`src/rtl/bluetooth_tx_packetizer.sv`:
```
// Point FIFO plus byte framer feeding bluetooth_tx over the send_data/finished_sending handshake.
// Define PACKETIZER_CHECKSUM_EN to append an XOR checksum byte (5-byte packets instead of 4).
module bluetooth_tx_packetizer #(
    parameter int unsigned FIFO_DEPTH = 8,
    parameter logic [7:0]  SYNC_BYTE  = 8'hA5
) (
    input  logic                          clk,
    input  logic                          rst_in,
    input  logic                          point_valid,
    output logic                          point_ready,
    input  logic [8:0]                    point_x,
    input  logic [7:0]                    point_y,
    input  logic [2:0]                    point_color,
    input  logic                          point_pen,
    output logic [7:0]                    tx_data,
    output logic                          send_data,
    input  logic                          finished_sending,
    output logic                          busy,
    output logic [$clog2(FIFO_DEPTH):0]   fifo_count,
    output logic [15:0]                   packets_sent
);

    localparam int unsigned AW = $clog2(FIFO_DEPTH);
    localparam logic [AW:0] PtrOne = {{AW{1'b0}}, 1'b1};
`ifdef PACKETIZER_CHECKSUM_EN
    localparam logic [2:0] LastIdx = 3'd4;
`else
    localparam logic [2:0] LastIdx = 3'd3;
`endif

    typedef enum logic [1:0] {StIdle, StLoad, StSend, StNext} state_e;

    logic [20:0] mem_q [FIFO_DEPTH];
    logic [AW:0] wr_ptr_q, rd_ptr_q;
    logic        empty, full, push, pop;

    state_e      state_q;
    logic [20:0] pkt_q;
    logic [2:0]  idx_q;
    logic [7:0]  tx_data_q;
    logic        send_data_q;
    logic [15:0] packets_sent_q;

    // Entry layout: {pen, color[2:0], x[8:0], y[7:0]}
    function automatic logic [7:0] pkt_byte(input logic [20:0] pkt, input logic [2:0] idx);
        logic [7:0] b1, b2, b3, res;
        b1 = pkt[15:8];
        b2 = pkt[7:0];
        b3 = {pkt[20:17], 3'b000, pkt[16]};
        case (idx)
            3'd1:    res = b1;
            3'd2:    res = b2;
            3'd3:    res = b3;
`ifdef PACKETIZER_CHECKSUM_EN
            3'd4:    res = b1 ^ b2 ^ b3;
`endif
            default: res = SYNC_BYTE;
        endcase
        return res;
    endfunction

    assign empty       = (wr_ptr_q == rd_ptr_q);
    assign full        = (wr_ptr_q[AW] != rd_ptr_q[AW]) &&
                         (wr_ptr_q[AW-1:0] == rd_ptr_q[AW-1:0]);
    assign point_ready = !rst_in && !full;
    assign push        = point_valid && point_ready;
    // LOAD is only entered with a non-empty FIFO, so the pop never underflows.
    assign pop         = (state_q == StLoad);

    always_ff @(posedge clk) begin
        if (push) begin
            mem_q[wr_ptr_q[AW-1:0]] <= {point_pen, point_color, point_x, point_y};
        end
    end

    always_ff @(posedge clk) begin
        if (rst_in) begin
            wr_ptr_q <= '0;
            rd_ptr_q <= '0;
        end else begin
            if (push) wr_ptr_q <= wr_ptr_q + PtrOne;
            if (pop)  rd_ptr_q <= rd_ptr_q + PtrOne;
        end
    end

    always_ff @(posedge clk) begin
        if (rst_in) begin
            state_q        <= StIdle;
            pkt_q          <= '0;
            idx_q          <= '0;
            tx_data_q      <= '0;
            send_data_q    <= 1'b0;
            packets_sent_q <= '0;
        end else begin
            unique case (state_q)
                StIdle: begin
                    if (!empty) state_q <= StLoad;
                end
                StLoad: begin
                    pkt_q       <= mem_q[rd_ptr_q[AW-1:0]];
                    idx_q       <= '0;
                    tx_data_q   <= SYNC_BYTE;
                    send_data_q <= 1'b1;
                    state_q     <= StSend;
                end
                StSend: begin
                    if (finished_sending) begin
                        if (idx_q == LastIdx) begin
                            packets_sent_q <= packets_sent_q + 16'd1;
                            send_data_q    <= 1'b0;
                            state_q        <= StNext;
                        end else begin
                            idx_q     <= idx_q + 3'd1;
                            tx_data_q <= pkt_byte(pkt_q, idx_q + 3'd1);
                        end
                    end
                end
                StNext: begin
                    state_q <= empty ? StIdle : StLoad;
                end
                default: state_q <= StIdle;
            endcase
        end
    end

    assign tx_data      = tx_data_q;
    assign send_data    = send_data_q;
    assign packets_sent = packets_sent_q;
    assign fifo_count   = wr_ptr_q - rd_ptr_q;
    assign busy         = (state_q != StIdle) || !empty;

endmodule
```
`config.mk`:
```
export PLATFORM = sky130hd
export DESIGN_NAME = bluetooth_tx_packetizer
export DESIGN_NICKNAME = d
export VERILOG_FILES = /design/src/rtl/bluetooth_tx_packetizer.sv
export SDC_FILE = /design/constraint.sdc
export NUM_CORES = 1
export LEC_CHECK = 0
export CAP_MARGIN = 20
export CELL_PAD_IN_SITES_DETAIL_PLACEMENT = 1
export CELL_PAD_IN_SITES_GLOBAL_PLACEMENT = 1
export CORE_ASPECT_RATIO = 0.9
export CORE_MARGIN = 4
export CORE_UTILIZATION = 50
export CTS_BUF_LIST = sky130_fd_sc_hd__clkbuf_16
export DETAILED_ROUTE_END_ITERATION = 16
export HOLD_SLACK_MARGIN = 0.08
export PLACE_DENSITY_LB_ADDON = 0.3
export SETUP_SLACK_MARGIN = 0.05
export SYNTH_ARGS = -nofsm -noshare
export SYNTH_HDL_FRONTEND = slang
export SYNTH_SLANG_ARGS = --single-unit
```
`constraint.sdc`:
```
create_clock -name clk -period 11 [get_ports clk]
set_input_delay 2.2 -clock clk [delete_from_list [all_inputs] [get_ports clk]]
set_output_delay 2.2 -clock clk [all_outputs]
set_load 0.005 [all_outputs]
```
### Word-level counts from Yosys, hierarchy flattened

Memory sizes are Yosys's and may differ from the RTL's. A register that Yosys moved wholly into a read port is not among the register bits.
Cells that the tools add are included.

| storage, ports and cells | value |
|---|---|
| ROM bits | 0 |
| RAM bits | 168 |
| memories | 1 |
| bits in latches | 0 |
| input port bits | 25 |
| output and inout bits | 31 |
| logic and storage cells | 58 |
| register bits after elaboration | 38 |

Memories:

| memory | words | width | read ports | clocked after Yosys merged registers in | write ports | line | source |
|---|---|---|---|---|---|---|---|
| mem_q | 8 | 21 | 1 | 1 | 1 | 33 | `logic [20:0] mem_q [FIFO_DEPTH];` |

| cells by class | value |
|---|---|
| $add $sub $neg | 5 |
| reductions and logical operators | 14 |
| mux-type cells | 17 |
| shifts and indexed selects | 0 |
| multipliers | 0 |
| bitwise operators | 0 |
| eq/ne operators | 14 |
| divide/modulo/power cells | 0 |
| $lt $le $gt $ge | 0 |

Operators by type and width:

| cell | number |
|---|---|
| $pmux 8 s3 | 1 |
| $add 16x1->16 const B | 1 |
| $mux 8 | 2 |
| $pmux 8 s2 | 1 |
| $reduce_and 3->1 | 4 |
| $eq 3x2->1 const B | 3 |
| $add 4x1->4 const B | 2 |
| $ne 2x2->1 const B | 4 |
| $pmux 2 s4 | 1 |
| $mux 2 | 3 |
| $mux 3 | 2 |
| $pmux 3 s2 | 1 |
| $mux 1 | 5 |
| $eq 2x2->1 const B | 2 |
| $eq 4x4->1 | 1 |
| $reduce_bool 2->1 | 2 |
| $sub 4x4->4 | 1 |
| $add 3x1->3 const B | 1 |
| $eq 3x1->1 const B | 1 |
| $eq 3x3->1 | 1 |
| $logic_and 1x1->1 | 3 |
| $logic_not 1->1 | 3 |
| $eq 2x1->1 const B | 1 |
| $logic_not 2->1 | 1 |
| 3 further kinds | 3 |

### Logic depth before layout (Yosys ltp)

| depth | value |
|---|---|
| depth in word-level cells | 7 |
| depth in mapped cells | 8 |
| mapped depth without buffers | 6 |

### Worst setup path after synthesis

OpenSTA, ideal clock, no wires.

| timing path | value |
|---|---|
| path kind | input to register |
| from | input rst_in |
| to | memory mem_q[1][0] (enable) |
| path buffers | 0 |
| arrival | 4.548 ns |
| library setup time | 0.453 ns |
| stages on the path | 3 |
| required time | 10.547 ns |
| slack | 6.000 ns |
| cells stage by stage | a21oi_1 nand2_1 nor4_1 |

| on the way | value |
|---|---|
| cells in the longest elaborated chain, start to end | 5 |

Ends and longest elaborated chain:

| item | line | source |
|---|---|---|
| start, declared | 8 | `input logic rst_in,` |
| $logic_not 1->1 | 65 | `assign point_ready = !rst_in && !full;` |
| $logic_and 1x1->1 | 65 |  |
| $logic_and 1x1->1 | 66 | `assign push = point_valid && point_ready;` |
| $mux 1 | 71 | `if (push) begin` |
| $mux 1 (not written as such) | 72 | `mem_q[wr_ptr_q[AW-1:0]] <= {point_pen, point_color, point_x, point_y};` |
| end, declared | 33 |  |

Every way passes these cells.

### Final worst setup path

| timing path | value |
|---|---|
| from | input rst_in |
| to | output point_ready |

| on the way | value |
|---|---|
| cells in the longest elaborated chain, start to end | 2 |

Ends and longest elaborated chain:

| item | line | source |
|---|---|---|
| $logic_not 1->1 | 65 |  |
| $logic_and 1x1->1 | 65 |  |
| end, declared | 10 | `output logic point_ready,` |

Every way passes these cells.

==> impl_results.md <==
- FP Rows: 46
- Reg-to-reg endpoint: mem_q[4][16]$_DFFE_PP_
- Worst-Skew Late Latency: 0.50 ns
- Async set-or-reset flop fraction in the synthesized netlist: 0%
- Count leader, synth: edfxtp_1
- Post-route setup TNS: 0 ns
- Die Span Y: 135 microns
- Placer Congestion: 0.778
- Final hold violations: 0
- Total number of vias: 5026
- Hold path cells: 2
- Fraction of post-synthesis cell area in the top cell type by area: 56.3%
- Maxcap violations: 0
- Max VDD drop: 0.000121 V
- Data required time at the worst endpoint: 8.80 ns
- Power density cells: 205 nW/um^2
- Post-route DRC violation count: 0
- Number of inserted filler cells in the final layout: 1635
- First-pass DRT Iterations: 5
- Hold WC Path Type: reg2reg
- Post-route worst hold slack: 0.480 ns
- Static Leak: 3.40 nW
- Power consumption: 2.14 mW
- Die ar.: 20100 sq um
- Clk buf depth: 3
- Count of hold buffers inserted by post-cts repair: 0
- Final wirelength: 19.3 mm
- Per-instance average area after synthesis: 15.9 sq um
- Unrepaired setup endpoints after global routing: no
- Utilization of the core after routing: 59.4%
- Crit-path max cell delay: 0.53 ns
- Number of warning messages in the yosys log: 0
- Sinks on the clock net: 227
- Vias per std cell: 5.73
- Worst-case register-to-register setup slack: 7.62 ns
- Portion of the post-synthesis area used by sequential elements: 69.5%
- Post-synthesis net count: 604
- Worst R2R Start: rd_ptr_q[0]$_SDFFE_PP0N_
- Synth unique cells: 52
- Floorplan core area: 17600 sq um
- Post-synthesis cell count: 562
- Worst slew margin relative to its limit: 33.8%
- Crit start category: input port
- CTS tree: yes
- WHS Endpoint: pkt_q[19]$_SDFFE_PP0N_
- Min-Delay Startpoint: pkt_q[19]$_SDFFE_PP0N_
- Overall die width: 149 microns
- Cell taking the most area after synthesis: edfxtp_1
- Number of nets at the end of the flow: 664
- Total number of H-tree levels: 1
- Worst Path Class, Setup: in2out
- Data arrival time of the critical path: 3.03 ns
- Most instantiated cells after synthesis: edfxtp_1 (168), dfxtp_1 (59), nor2_1 (44)
- Global-route congestion overflow total: 0
- Number of instances resized during post-cts repair: 0
- Clock input transition at the sequential cells of the worst setup and hold paths: 0.06 ns
- Critical-path cell with the highest stage delay: clkdlybuf4s50_1
- Status: finished, final reports clean
- Area after DPL: 9760 sq um
- Post-route minimum period: 5.23 ns
- Routed length per placed instance: 22.0 microns
- Post-synth EDFFs: 168
- Area growth from synthesis to final layout: 16.8%
- Area contributors post-synth: edfxtp_1 (56%), dfxtp_1 (13%), mux4_2 (9.3%), ha_1 (2.2%), nor2_1 (1.8%)
- Crit-path leading delay family: buffers and inverters
- Slew of the pin with the lowest slew margin: 0.993 ns
- Number of buffer cells added on primary ports: 55
- Bufs and invs on worst path: 2
- Final HPWL DP: 12.0 mm
- Flip-flop and latch count after synthesis: 227
- Largest net degree at the start of global routing: 60
- Ys flop type: edfxtp_1
- Buffers inserted during post-CTS setup optimization: 0
- Final max-slew violation count: 0
- Share of the clock period used by the worst path: 47.6%
- Area of the mapped netlist: 8960 sq um
- Maximum clock skew at final layout: 0.0133 ns
- Number of antenna violations at the first check in global routing: 0
- Global Route Usage Sum: 19.8%
- Top-level port count: 56
- Clock Root Buffer: clkbuf_16
- Wire length of the first global-routing pass: 31.0 mm
- Number of global-route vias before repair: 5522
- First-iteration detailed-routing DRC count: 326
- Sort of element at the end of the critical path: output port
- Post-route design area: 10500 sq um
- CP Max Fanout: 6
- Initial Utilization: 50.9%
- Crit path cell chain: buf_2 > a21oi_1 > clkdlybuf4s50_1
- Proportion of layout cells with a drive suffix above 1: 15.9%
- Maximum frequency from static timing analysis: 0.191 GHz
- Antenna-violating nets left: 0
- Final count of negative-setup-slack endpoints: 0
- Cells on worst reg2reg path: 6
- Number of diodes: 0
- Num CTS Buffers: 23
-- worst max path at each step --
| stage | start | end | slack (ns) | cells past startpoint |
|---|---|---|---|---|
| global route | rd_ptr_q[0]$_SDFFE_PP0N_ | fifo_count[3] | 5.63 | 6 |
| finish | rst_in | point_ready | 5.77 | 3 |
| detailed placement | rst_in | point_ready | 5.13 | 3 |
| global placement | rst_in | point_ready | 5.17 | 3 |
| CTS | rst_in | point_ready | 5.14 | 3 |
| floorplan | rst_in | mem_q[1][0]$_DFFE_PP_ | 6.00 | 3 |
-- through the flow --
stage	std cells	worst slack, ns
after floorplan	562	6.00
after global placement	835	5.17
after detailed placement	835	5.13
after CTS	875	5.14
after global routing	877	5.63
final	877	5.77
-- placed cells by master, fill, tap and decap left out, types with 4 or more instances in the layout --
cell type        instances
ha_1                    16
xor2_1                   6
nand3_1                  8
edfxtp_1               168
nand2_1                 15
clkinv_2                 4
a222oi_1                 5
clkbuf_16               23
nor2_1                  44
xnor2_1                 11
nand4_1                  6
mux4_2                  37
o22ai_1                 16
inv_1                   21
a22oi_1                  7
o21ai_0                  7
dfxtp_1                 58
a21oi_1                 17
buf_4                    9
nor3_2                   4
clkdlybuf4s50_1         54
clkinv_1                 5
nor3_1                  19
o211ai_1                 5
nand2b_1                 6
mux2i_1                 14
-- area by class of cell --
type	count	area, sq um	area share, %
Sequential cell	227	6230	59.6
Multi-Input combinational cell	288	2550	24.4
Timing Repair Buffer	66	661	6.32
Clock buffer	23	576	5.50
Tap cell	240	300	2.87
Clock inverter	17	78.8	0.754
Inverter	16	60.1	0.574
-- logic make-up after synthesis --
logic type               share of synthesized area (%)
multiplexers                                      10.9
XOR/XNOR                                          1.66
AND/OR/NAND/NOR                                   7.35
flip-flops                                        69.5
AO/OA/AOI/OAI                                     5.73
adder cells (fa/ha/maj)                           2.46
buffers and inverters                             2.42
-- tightest hold or removal path, cell delays in order, from the launching register on --
cell	delay, ns
dfxtp_1	0.31
nor2_1	0.08
nor3_1	0.04
-- metal layers --
layer  routed length, microns  vias to the layer above  share of wire (%)  GRT usage (%)
met5                        0                        -                  0              0
met4                      421                        0                2.2           5.44
met3                      722                       28                3.7           3.09
met2                     9680                      100                 50           33.5
met1                     8490                     2581                 44           27.2
li1                         -                     2317                  -              -
-- registers in the layout, summed over array words and instances, names as in the netlist --
signal and cells:
idx_q 3, mem_q 168, packets_sent 16, pkt_q 21, rd_ptr_q 4, send_data 1, state_q 2, tx_data 8
wr_ptr_q 4
-- report_power, final --
part / internal (mW) / total [mW] / switching, mW / leakage (nW)
Sequential: 0.975 / 1.06 / 0.0856 / 2.00
Combinational: 0.219 / 0.401 / 0.183 / 1.06
Clock: 0.378 / 0.678 / 0.300 / 0.346
Total: 1.57 / 2.14 / 0.568 / 3.40
Note: power is estimated with default switching activity, not from simulation.
